File: config.mk
export PLATFORM = sky130hd
export DESIGN_NAME = trng_word_collector
export DESIGN_NICKNAME = d
export VERILOG_FILES = /design/src/rtl/trng_word_collector_pkg.sv /design/src/rtl/trng_sync_fifo.sv /design/src/rtl/trng_word_collector.sv
export SDC_FILE = /design/constraint.sdc
export NUM_CORES = 1
export LEC_CHECK = 0
export ABC_AREA = 1
export CAP_MARGIN = 10
export CORE_UTILIZATION = 45
export CTS_BUF_LIST = sky130_fd_sc_hd__clkbuf_4
export CTS_CLUSTER_SIZE = 10
export DETAILED_ROUTE_END_ITERATION = 12
export RECOVER_POWER = 100
export REMOVE_ABC_BUFFERS = 1
export SYNTH_ARGS = -nofsm -noshare
export SYNTH_HDL_FRONTEND = slang
export SYNTH_HIERARCHICAL = 1
export SYNTH_SLANG_ARGS = --single-unit
File: constraint.sdc
create_clock -name clock -period 7.8 [get_ports clock]
set_input_delay 2.34 -clock clock [delete_from_list [all_inputs] [get_ports clock]]
set_output_delay 2.34 -clock clock [all_outputs]
set_load 0.02 [all_outputs]
File: src/rtl/trng_word_collector_pkg.sv
// Shared defaults and encodings for the ring-oscillator word collector.
package trng_word_collector_pkg;

  localparam int TRNG_WORD_W     = 32;
  localparam int TRNG_FIFO_DEPTH = 4;
  localparam int TRNG_REP_LIMIT  = 34;

  typedef enum logic {
    PAIR_FIRST  = 1'b0,
    PAIR_SECOND = 1'b1
  } pair_state_e;

endpackage

File: src/rtl/trng_sync_fifo.sv
// Show-ahead synchronous FIFO: the head entry is visible on pop_data while not empty.
module trng_sync_fifo #(
  parameter int WIDTH = 32,
  parameter int DEPTH = 4
) (
  input  logic             clock,
  input  logic             reset_n,
  input  logic             push,
  input  logic [WIDTH-1:0] push_data,
  input  logic             pop,
  input  logic             flush,
  output logic [WIDTH-1:0] pop_data,
  output logic             full,
  output logic             empty
);

  localparam int AW = (DEPTH > 1) ? $clog2(DEPTH) : 1;
  localparam int CW = $clog2(DEPTH + 1);

  logic [WIDTH-1:0] mem_r [DEPTH];
  logic [AW-1:0]    wr_ptr_r;
  logic [AW-1:0]    rd_ptr_r;
  logic [CW-1:0]    count_r;
  logic             do_push_s;
  logic             do_pop_s;

  assign full      = (count_r == CW'(DEPTH));
  assign empty     = (count_r == CW'(0));
  assign do_pop_s  = pop & ~empty;
  assign do_push_s = push & (~full | do_pop_s);
  assign pop_data  = mem_r[rd_ptr_r];

  // Storage array; a push on a full FIFO is legal only alongside a pop.
  always_ff @(posedge clock or negedge reset_n) begin
    if (!reset_n) begin
      for (int i = 0; i < DEPTH; i++) begin
        mem_r[i] <= '0;
      end
    end else if (do_push_s && !flush) begin
      mem_r[wr_ptr_r] <= push_data;
    end else begin
      mem_r[wr_ptr_r] <= mem_r[wr_ptr_r];
    end
  end

  // Pointers and occupancy; flush empties the FIFO in one edge.
  always_ff @(posedge clock or negedge reset_n) begin
    if (!reset_n) begin
      wr_ptr_r <= '0;
      rd_ptr_r <= '0;
      count_r  <= '0;
    end else if (flush) begin
      wr_ptr_r <= '0;
      rd_ptr_r <= '0;
      count_r  <= '0;
    end else begin
      if (do_push_s) begin
        wr_ptr_r <= wr_ptr_r + 1'b1;
      end else begin
        wr_ptr_r <= wr_ptr_r;
      end
      if (do_pop_s) begin
        rd_ptr_r <= rd_ptr_r + 1'b1;
      end else begin
        rd_ptr_r <= rd_ptr_r;
      end
      case ({do_push_s, do_pop_s})
        2'b10:   count_r <= count_r + 1'b1;
        2'b01:   count_r <= count_r - 1'b1;
        default: count_r <= count_r;
      endcase
    end
  end

endmodule

File: src/rtl/trng_word_collector.sv
// Von Neumann corrector, word packer and repetition-count health test in front of a word FIFO.
module trng_word_collector
  import trng_word_collector_pkg::*;
#(
  parameter int WORD_W     = TRNG_WORD_W,
  parameter int FIFO_DEPTH = TRNG_FIFO_DEPTH,
  parameter int REP_LIMIT  = TRNG_REP_LIMIT
) (
  input  logic              clock,
  input  logic              reset_n,
  input  logic              enable,
  input  logic              raw_bit,
  output logic [WORD_W-1:0] rand_data,
  output logic              rand_valid,
  input  logic              rand_ready,
  output logic              health_fail
);

  localparam int CNT_W = $clog2(WORD_W + 1);
  localparam int RUN_W = $clog2(REP_LIMIT + 1);

  pair_state_e       state_r, state_n;
  logic              a_r, a_n;
  logic [WORD_W-1:0] word_r, word_n;
  logic [CNT_W-1:0]  bit_cnt_r, bit_cnt_n;
  logic              pend_valid_r, pend_valid_n;
  logic [WORD_W-1:0] pend_word_r, pend_word_n;
  logic [RUN_W-1:0]  run_r, run_next_s, run_inc_s;
  logic              prev_r;
  logic              health_fail_r;

  logic              trip_s;
  logic              active_s;
  logic              fifo_push_s;
  logic [WORD_W-1:0] push_data_s;
  logic [WORD_W-1:0] shifted_s;
  logic              fifo_pop_s;
  logic              push_ok_s;
  logic              fifo_full_s;
  logic              fifo_empty_s;
  logic              rand_valid_s;
  logic [WORD_W-1:0] fifo_head_s;

  // Repetition count for the current raw sample, saturating at the limit.
  always_comb begin
    run_inc_s = (run_r == RUN_W'(REP_LIMIT)) ? run_r : run_r + 1'b1;
    if (raw_bit == prev_r) begin
      run_next_s = run_inc_s;
    end else begin
      run_next_s = RUN_W'(1);
    end
  end

  assign trip_s       = enable & ~health_fail_r & (run_next_s == RUN_W'(REP_LIMIT));
  assign active_s     = enable & ~health_fail_r & ~trip_s;
  assign rand_valid_s = ~fifo_empty_s & ~health_fail_r;
  assign fifo_pop_s   = rand_valid_s & rand_ready;
  assign push_ok_s    = ~fifo_full_s | fifo_pop_s;
  assign shifted_s    = {word_r[WORD_W-2:0], a_r};

  // Pair FSM, packer and pending-word stall handling.
  always_comb begin
    state_n      = state_r;
    a_n          = a_r;
    word_n       = word_r;
    bit_cnt_n    = bit_cnt_r;
    pend_valid_n = pend_valid_r;
    pend_word_n  = pend_word_r;
    fifo_push_s  = 1'b0;
    push_data_s  = pend_word_r;
    if (!active_s) begin
      if (!enable || trip_s) begin
        state_n      = PAIR_FIRST;
        word_n       = '0;
        bit_cnt_n    = '0;
        pend_valid_n = 1'b0;
        pend_word_n  = '0;
      end else begin
        state_n = state_r;
      end
    end else if (pend_valid_r) begin
      // Stalled: raw samples are ignored until the pending word gets in.
      if (push_ok_s) begin
        fifo_push_s  = 1'b1;
        pend_valid_n = 1'b0;
      end else begin
        pend_valid_n = 1'b1;
      end
    end else begin
      case (state_r)
        PAIR_FIRST: begin
          a_n     = raw_bit;
          state_n = PAIR_SECOND;
        end
        PAIR_SECOND: begin
          state_n = PAIR_FIRST;
          if (raw_bit != a_r) begin
            if (bit_cnt_r == CNT_W'(WORD_W - 1)) begin
              word_n    = '0;
              bit_cnt_n = '0;
              if (push_ok_s) begin
                fifo_push_s = 1'b1;
                push_data_s = shifted_s;
              end else begin
                pend_valid_n = 1'b1;
                pend_word_n  = shifted_s;
              end
            end else begin
              word_n    = shifted_s;
              bit_cnt_n = bit_cnt_r + 1'b1;
            end
          end else begin
            word_n = word_r;
          end
        end
        default: state_n = PAIR_FIRST;
      endcase
    end
  end

  // Corrector and packer state.
  always_ff @(posedge clock or negedge reset_n) begin
    if (!reset_n) begin
      state_r      <= PAIR_FIRST;
      a_r          <= 1'b0;
      word_r       <= '0;
      bit_cnt_r    <= '0;
      pend_valid_r <= 1'b0;
      pend_word_r  <= '0;
    end else begin
      state_r      <= state_n;
      a_r          <= a_n;
      word_r       <= word_n;
      bit_cnt_r    <= bit_cnt_n;
      pend_valid_r <= pend_valid_n;
      pend_word_r  <= pend_word_n;
    end
  end

  // Health test state; the alarm is sticky until reset_n.
  always_ff @(posedge clock or negedge reset_n) begin
    if (!reset_n) begin
      run_r         <= '0;
      prev_r        <= 1'b0;
      health_fail_r <= 1'b0;
    end else if (!enable) begin
      run_r         <= '0;
      prev_r        <= 1'b0;
      health_fail_r <= health_fail_r;
    end else if (!health_fail_r) begin
      run_r         <= run_next_s;
      prev_r        <= raw_bit;
      health_fail_r <= trip_s;
    end else begin
      run_r         <= run_r;
      prev_r        <= prev_r;
      health_fail_r <= 1'b1;
    end
  end

  trng_sync_fifo #(
    .WIDTH (WORD_W),
    .DEPTH (FIFO_DEPTH)
  ) u_fifo (
    .clock     (clock),
    .reset_n   (reset_n),
    .push      (fifo_push_s),
    .push_data (push_data_s),
    .pop       (fifo_pop_s),
    .flush     (trip_s),
    .pop_data  (fifo_head_s),
    .full      (fifo_full_s),
    .empty     (fifo_empty_s)
  );

  assign rand_valid  = rand_valid_s;
  assign rand_data   = rand_valid_s ? fifo_head_s : '0;
  assign health_fail = health_fail_r;

endmodule
==> flow_summary.json, run 1 <==
{
  "io_pins": 39,
  "wl_mm": 40.2,
  "synthTopCellsByCount": "nand3_1, nand2_1, nor2_1",
  "crit_fanout": 71,
  "violations": "max-capacitance violations, max-slew violations",
  "dieArea_mm2": 0.0301,
  "syn_inst": 1905,
  "port_buffers": 38,
  "drive_gt1_share_pct": 7.56,
  "gr-usage-all-layers_pct": 26.7,
  "p_leak_nw": 6.63,
  "postPlaceCellArea_mm2": 0.0134,
  "grt_max_degree": 105,
  "fin_util_pct": 49.2,
  "synthAdderAreaFrac_pct": 0.813,
  "dp_hpwl_mm": 21.2,
  "synthMuxAreaShare_pct": 0,
  "cts_sinks": 215,
  "fp-row-count": 62,
  "worstPathArrival_ns": 6.99,
  "avgSynthCellArea_um2": 6.95,
  "timing.final.ws_setup_ns": 1.40,
  "synth-seq-area-share_pct": 40.7,
  "grt_pass1_wl_mm": 65.2,
  "power.density_mw_per_mm2": 271,
  "hold_viol_final": 0,
  "vias": 13300,
  "synth_edf_count": 0,
  "root_buffer": "clkbuf_4",
  "startpoint_type": "input port",
  "synthArstFlopShare_pct": 100,
  "antenna_left": 0,
  "status": "complete, but fails checks",
  "synth_top_family_by_area": "simple AND/OR/NAND/NOR gates",
  "p_total_mw": 3.83,
  "synth.most_common_cell": "nand3_1",
  "synth-warning-count": 6,
  "final.period_utilization_pct": 82.1,
  "cts_buffers": 60,
  "maxCapViolations": 4,
  "finalSetupTns_ns": 0,
  "cts_buffer_depth": 3,
  "cts-resized-gates": 0,
  "synth-compound-area-share_pct": 8.49,
  "nets": 1885,
  "insertion_delay_ns": 0.74,
  "grt_pass1_vias": 12500,
  "post_drt_wl_per_cell_um": 17.5,
  "rsz0062_at_grt": "false",
  "routed_via_density": 5.79,
  "worstSetupEndpointType": "flop",
  "ys_ff_latch": 215,
  "min_path_type": "flop to flop",
  "clock.fmax_mhz": 156,
  "fp.dieW_um": 173,
  "syn2layout_area_growth_pct": 6.98,
  "post-cts-setup-buffers": 0,
  "htreeDepth": 2,
  "skew_ns": 0.0686,
  "gp_congestion": 0.768,
  "cts_tree": "yes",
  "core_mm2": 0.0288,
  "synth_top_area_share_pct": 40.7,
  "stdcell_area_mm2": 0.0142,
  "yosysTopAreaCell": "dfrtp_1",
  "die_h_um": 173,
  "ctsHoldBuffers": 0,
  "pre_cts_slack_ns": 1.88,
  "maxSlewViolCount": 259,
  "syn_area_mm2": 0.0132,
  "ys_types": 35,
  "ir_drop_v": 0.000110,
  "first_pass_iters": 5,
  "setup_viol": 0,
  "synthSimpleGateAreaFrac_pct": 40.4,
  "overflow": 0,
  "grt_antenna_before_repair": 1,
  "drc": 0,
  "fin_crit_ns": 6.40,
  "ys.flop_type": "dfrtp_1",
  "start_util_pct": 46.0,
  "drt-initial-drc-count": 1259,
  "clk_pin_slew_ns": 0.07,
  "cp.required_ns": 8.38,
  "tightest_slew_ns": 3.59,
  "ys_top_cells_by_area": "dfrtp_1, nand3_1, nand2_1",
  "crit_type": "input port to flop",
  "maxSlewHeadroom_pct": -139,
  "synthXorXnorAreaFrac_pct": 0.265
}
[critical path: stages]
cell and delay (ns):
clkdlybuf4s50_1 0.50, inv_1 0.09, nand2_1 0.07, nand2_1 0.12
nand3_1 0.14, nand2_1 0.06, nor2_1 0.20, nand3_4 0.15
nand2_1 0.11, buf_4 0.63, inv_2 0.11, nand2_1 1.38
o21ai_0 0.68, nand3_1 0.25, nand3_1 0.09
[cell type report]
type                       instances  area [um^2]
antenna                            1         2.50
clock buffer                      93          698
clock inverter                    14         52.6
fill                            2960        14600
inverter                         104          392
multi-input combinational       1429         6600
sequential                       215         5380
tap                              384          480
timing repair buffer              62          552
[layer usage]
metal	up-vias	track usage [%]	routed length (um)
met3	75	4.06	3000
met5	-	0	0
met2	544	42.4	18300
li1	6328	-	-
met1	6375	37.2	18200
met4	0	8.55	708
[sequential cells by signal (all words and copies together) (netlist names)]
name             count
pend_valid_r         1
u_fifo/mem_r       128
run_r                6
a_r                  1
prev_r               1
bit_cnt_r            6
state_r              1
health_fail          1
pend_word_r         32
u_fifo/wr_ptr_r      2
u_fifo/rd_ptr_r      2
word_r              31
u_fifo/count_r       3
[final timing paths]
| check | from | to | slack, ns | cells after the start |
|---|---|---|---|---|
| min reg2reg | pend_word_r[13] | pend_word_r[13] | 0.48 | 2 |
| min in group asynchronous | reset_n | u_fifo/mem_r[6] | 1.68 | 1 |
| max in group asynchronous | reset_n | bit_cnt_r[3] | 2.52 | 2 |
| min | pend_word_r[13] | pend_word_r[13] | 0.48 | 2 |
| max reg2reg | run_r[0] | u_fifo/mem_r[82] | 3.02 | 14 |
| max | raw_bit | u_fifo/mem_r[82] | 1.40 | 15 |
[metrics by stage]
stage / std cells / hold slack [ns]
detailed placement: 2194 / 0.466
finish: 2302 / 0.479
CTS: 2301 / 0.483
global placement: 2194 / 0.462
global route: 2302 / 0.495
floorplan: 1748 / 0.450
[placed cells by master (no fill, tap or decap), drive strengths merged]
cell type / synthesis / routed
inv: 103 / 100
a21boi: 1 / 1
ha: 7 / 7
xnor2: 3 / 3
or2: 1 / 1
nand4: 76 / 76
o22ai: 37 / 37
nor2: 308 / 308
nand3: 412 / 412
dfrtp: 215 / 215
o21ai: 169 / 169
dlygate4sd3: 0 / 33
nand3b: 1 / 1
nand2: 404 / 404
nor3: 2 / 2
xor2: 1 / 1
clkdlybuf4s50: 0 / 4
a21oi: 4 / 4
buf: 85 / 21
a211oi: 1 / 1
clkbuf: 72 / 97
o21bai: 1 / 1
clkinv: 1 / 18
fa: 1 / 1
diode: 0 / 1
[cells by family (layout without fill, tap and decap cells)]
group / count (synthesis) / after routing
AND/OR/NAND/NOR: 1204 / 1204
buffers and inverters: 261 / 273
flip-flops: 215 / 215
AO/OA/AOI/OAI: 213 / 213
adder cells (fa/ha/maj): 8 / 8
XOR/XNOR: 4 / 4
other: 0 / 1
[power breakdown]
part	switching (mW)	leakage [nW]	internal (mW)
Combinational	0.929	3.42	0.504
Clock	0.497	0.450	0.536
Sequential	0.114	2.77	1.25
Power figures use the tool's default switching activity.
==> run 2, diff against run 1 <==
Clock period 7.8 ns to 6 ns, I/O delays scaled along.
==> run 2 against run 1 <==
Effect of this change: the run still ends with max-capacitance violations, max-slew violations left; register-to-register slack got worse by 1.1 ns; combinational power rose by 32%; utilization rose by 0.17 points; hold slack got worse by 0.0011 ns; worst setup slack got worse by 0.50 ns; clock-buffer cell count rose by 1; cell count rose by 0.22%; sequential power rose by 30%; clock power rose by 32%; critical endpoint is now pend_word_r[9].
==> flow_summary.json, run 2 (synthesized netlist as in run 1, its figures left out) <==
{
  "crit_type": "input port to flop",
  "worstPathArrival_ns": 5.67,
  "vias": 13300,
  "syn2layout_area_growth_pct": 7.34,
  "power.density_mw_per_mm2": 354,
  "clk_pin_slew_ns": 0.06,
  "drive_gt1_share_pct": 8.27,
  "die_h_um": 173,
  "dp_cells": 2197,
  "startpoint_type": "input port",
  "reg_top3": "u_fifo/mem_r: 128 flops, pend_word_r: 32 flops, word_r: 31 flops",
  "fin_crit_ns": 5.11,
  "hold_viol_final": 0,
  "maxSlewViolCount": 333,
  "finalNonFillerCells": 2307,
  "post_drt_wl_per_cell_um": 17.9,
  "p_comb_share_pct": 37.6,
  "grt_antenna_before_repair": 1,
  "grt_pass1_wl_mm": 67.0,
  "ctsHoldBuffers": 0,
  "final.period_utilization_pct": 85.1,
  "fp-row-count": 62,
  "tightest_slew_ns": 2.77,
  "cts_buffers": 60,
  "rsz0062_at_grt": "false",
  "p_int_mw": 2.99,
  "gp_congestion": 0.807,
  "root_buffer": "clkbuf_4",
  "cts-resized-gates": 0,
  "maxCapViolations": 3,
  "mostFrequentLayoutCell": "nand3_1",
  "io_pins": 39,
  "largest_reg_flops": 128,
  "setup_viol": 0,
  "wl_mm": 41.2,
  "status": "complete, but fails checks",
  "first_pass_iters": 5,
  "cp.required_ns": 6.57,
  "power.switching_mw": 2.04,
  "drt-initial-drc-count": 1273,
  "insertion_delay_ns": 0.71,
  "finalSetupTns_ns": 0,
  "grt_pass1_vias": 12400,
  "clkPwrFrac_pct": 27.0,
  "antenna_left": 0,
  "start_util_pct": 46.0,
  "holdWs_ns": 0.478,
  "dp_hpwl_mm": 21.5,
  "worstSetupEndpointType": "flop",
  "grt_max_degree": 129,
  "nets": 1888,
  "htreeDepth": 2,
  "clock.fmax_mhz": 196,
  "p_total_mw": 5.02,
  "violations": "max-capacitance violations, max-slew violations",
  "ir_drop_v": 0.000204,
  "final_cell_mix": "nand3_1, nand2_1, nor2_1, dfrtp_1, o21ai_0",
  "overflow": 0,
  "cts_buffer_depth": 3,
  "port_buffers": 38,
  "post-cts-setup-buffers": 0,
  "core_mm2": 0.0288,
  "min_path_type": "flop to flop",
  "fp.dieW_um": 173,
  "regMostFlops": "u_fifo/mem_r",
  "skew_ns": 0.0258,
  "cts_sinks": 215,
  "maxSlewHeadroom_pct": -84.9,
  "swShare_pct": 40.5,
  "gr-usage-all-layers_pct": 27.6,
  "crit_fanout": 33,
  "p_leak_nw": 6.67,
  "p_seq_share_pct": 35.4,
  "drc": 0,
  "dieArea_mm2": 0.0301,
  "cts_tree": "yes",
  "routed_via_density": 5.75
}
run 2: final cells by class:
class                      count  area, um^2
fill                        2959       14600
multi-input combinational   1429        6590
sequential                   215        5380
clock buffer                  94         706
timing repair buffer          65         597
tap                          384         480
inverter                     104         392
clock inverter                15        57.6
antenna                        1        2.50
run 2: worst max-delay path: stages:
cell	delay (ns)
dlygate4sd3_1	0.59
inv_1	0.10
nand2_1	0.07
nand2_1	0.12
nand3_1	0.14
nand2_1	0.07
nor2_2	0.10
nand3_1	0.25
nand3_1	1.05
nand3_2	0.76
buf_4	0.46
nand2_1	0.08
nand2_1	0.05
run 2: path summary, 6_finish.rpt:
kind / start / to / slack, ns / depth (start not counted)
max: raw_bit / pend_word_r[9] / 0.89 / 13
min: pend_word_r[24] / pend_word_r[24] / 0.48 / 2
max reg2reg: run_r[0] / pend_word_r[9] / 1.95 / 12
min reg2reg: pend_word_r[24] / pend_word_r[24] / 0.48 / 2
max in group asynchronous: reset_n / u_fifo/mem_r[111] / 1.38 / 2
min in group asynchronous: reset_n / u_fifo/mem_r[127] / 1.93 / 1
run 2: power by group through the flow:
stage / sequential, mW / clock (mW) / combinational [mW]
after detailed placement: 1.80 / 0 / 1.95
final: 1.78 / 1.36 / 1.89
after global placement: 1.80 / 0 / 1.94
after floorplan: 1.81 / 0 / 1.12
after global routing: 1.80 / 1.47 / 2.07
after CTS: 1.77 / 1.39 / 1.96
run 2: layer usage:
layer	part of all wire [%]	track usage, %	vias up	routed length (um)
met5	0	0	-	0
met2	47	46.3	465	19600
li1	-	-	6331	-
met4	2.3	8.74	0	937
met3	6.7	3.60	85	2780
met1	44	37.0	6389	17900
run 2: per-stage QoR:
| step | setup WS (ns) | util [%] | area, um^2 |
|---|---|---|---|
| 6_report | 0.894 | 49.3 | 14200 |
| 2_1_floorplan | -0.261 | - | 12400 |
| 5_1_grt | 0.551 | 49.3 | 14200 |
| 3_5_place_dp | 1.17 | 46.9 | 13500 |
| 4_1_cts | 1.13 | 49.6 | 14300 |
| 3_3_place_gp | 1.22 | 46.9 | 13500 |
==> run 3, diff against run 2 <==
Settings changed: RECOVER_POWER 100 to 25.
==> run 3 against run 2 <==
Effect of this change: the run still ends with max-capacitance violations, max-slew violations left; clock power about the same; wire length down 0.29%; critical path depth decreased by 6; via count shrank 0.57%; highest routed layer unchanged.
==> flow_summary.json, run 3 (synthesized netlist as in run 1, its figures left out) <==
{
  "status": "complete, but fails checks",
  "violations": "max-capacitance violations, max-slew violations",
  "mostFrequentLayoutCell": "nand3_1",
  "cts_sinks": 215,
  "cts_buffers": 60,
  "stdcell_area_mm2": 0.0143,
  "dieArea_mm2": 0.0301,
  "clkPwrFrac_pct": 26.6,
  "vias": 13200,
  "fill_cells": 2950,
  "maxCapViolations": 1,
  "p_comb_share_pct": 38.5,
  "busiest_layer": "met2",
  "power.density_mw_per_mm2": 357,
  "maxSlewHeadroom_pct": -82.6,
  "insertion_delay_ns": 0.71,
  "htreeDepth": 2,
  "final.period_utilization_pct": 80.6,
  "post_drt_wl_per_cell_um": 17.8,
  "rsz0062_at_grt": "false",
  "gr-usage-all-layers_pct": 27.6,
  "antenna_left": 0,
  "grt_antenna_before_repair": 1,
  "largest_reg_flops": 128,
  "p_total_mw": 5.09,
  "port_buffers": 38,
  "cp_slowest_cell": "clkdlybuf4s50_1",
  "post-cts-setup-buffers": 0,
  "min_path_type": "flop to flop",
  "fin_crit_ns": 4.84,
  "drc": 0,
  "p_int_mw": 3.05,
  "final_cell_mix": "nand3_1, nand2_1, nor2_1, dfrtp_1, o21ai_0",
  "cts_tree": "yes",
  "dp_cells": 2197,
  "grt_pass1_vias": 12400,
  "io_pins": 39,
  "power.switching_mw": 2.04,
  "use_met3_pct": 3.60,
  "root_buffer": "clkbuf_4",
  "cp_slowest_stage_delay_ns": 0.63,
  "hold_viol_final": 0,
  "cts_buffer_depth": 3,
  "crit_chain": "inv_2 > buf_4 > o21ai_0 > o22ai_1 > inv_1 > nor2_1 > clkdlybuf4s50_1",
  "wl_mm": 41.1,
  "drive_gt1_share_pct": 8.64,
  "die_h_um": 173,
  "nets": 1888,
  "fp-row-count": 62,
  "ir_drop_v": 0.000206,
  "gp_congestion": 0.807,
  "finalNonFillerCells": 2307,
  "worstPathArrival_ns": 3.04,
  "first_pass_iters": 6,
  "tightest_slew_ns": 2.74,
  "cp.required_ns": 4.20,
  "clock.fmax_mhz": 207,
  "start_util_pct": 46.0,
  "postPlaceCellArea_mm2": 0.0135,
  "routed_via_density": 5.72,
  "grt_pass1_wl_mm": 67.0,
  "dp_hpwl_mm": 21.5,
  "cts-resized-gates": 0,
  "skew_ns": 0.0275,
  "crit_type": "flop to output pin",
  "setup_viol": 0,
  "clk_pin_slew_ns": 0.07,
  "worstSetupEndpointType": "output pin",
  "maxSlewViolCount": 103,
  "p_leak_nw": 6.64,
  "swShare_pct": 40.1,
  "grt_max_degree": 129,
  "p_seq_share_pct": 34.9,
  "reg_top3": "u_fifo/mem_r: 128 flops, pend_word_r: 32 flops, word_r: 31 flops",
  "ctsHoldBuffers": 0,
  "holdWs_ns": 0.478,
  "regMostFlops": "u_fifo/mem_r",
  "grt.met1_usage_pct": 37.0,
  "syn2layout_area_growth_pct": 7.76,
  "fp.dieW_um": 173,
  "crit_fanout": 65,
  "met2_usage_pct": 46.3,
  "drt-initial-drc-count": 1334,
  "fin_util_pct": 49.5,
  "startpoint_type": "flop",
  "overflow": 0,
  "core_mm2": 0.0288
}
run 3: changes by cell type in the layout (fill, tap and decap cells not counted), sizes merged:
cell           before  now
dlygate4sd3        34    0
buf                24   27
clkinvlp            1    0
clkbuf             98   95
clkinv             14   15
clkdlybuf4s50       3   37
run 3: stage by stage:
step	setup WS [ns]	TNS (ns)
after CTS	1.13	0
after global placement	1.22	0
after detailed placement	1.17	0
final	1.16	0
after global routing	1.02	0
after floorplan	-0.261	-33.39
run 3: final cells by class:
type	count	area [um^2]	share of cell area (%)
Sequential cell	215	5380	37.8
Antenna cell	1	2.50	0.0175
Timing Repair Buffer	65	616	4.32
Clock inverter	15	57.6	0.404
Inverter	104	392	2.75
Clock buffer	94	706	4.95
Tap cell	384	480	3.37
Multi-Input combinational cell	1429	6620	46.4
run 3: power groups by stage:
stage | sequential, mW | clock (mW) | combinational, mW
2_1_floorplan | 1.81 | 0 | 1.12
3_3_place_gp | 1.80 | 0 | 1.94
3_5_place_dp | 1.80 | 0 | 1.95
4_1_cts | 1.77 | 1.39 | 1.96
5_1_grt | 1.80 | 1.47 | 2.14
6_report | 1.78 | 1.36 | 1.96
run 3: critical path, delay by kind of cell, from the launching register on:
kind            cells  cell delay [ns]
flops               1             0.41
simple gates        1             0.11
buf+inv             4             1.39
compound gates      2             0.38
run 3: final timing paths:
kind | start | to | slack [ns] | cells after the start
worst max-delay path | u_fifo/rd_ptr_r[0] | rand_data[25] | 1.16 | 7
worst min-delay path | pend_word_r[24] | pend_word_r[24] | 0.48 | 2
worst max register to register | u_fifo/count_r[0] | u_fifo/count_r[2] | 2.71 | 18
worst min register to register | pend_word_r[24] | pend_word_r[24] | 0.48 | 2
max in group asynchronous | reset_n | u_fifo/mem_r[111] | 2.42 | 2
min in group asynchronous | reset_n | u_fifo/mem_r[127] | 1.92 | 1
run 3: per-layer routing:
| metal | wire [um] | part of all wire [%] |
|---|---|---|
| met1 | 17600 | 43 |
| met2 | 19500 | 47 |
| met4 | 1010 | 2.4 |
| met5 | 0 | 0 |
| met3 | 3060 | 7.5 |
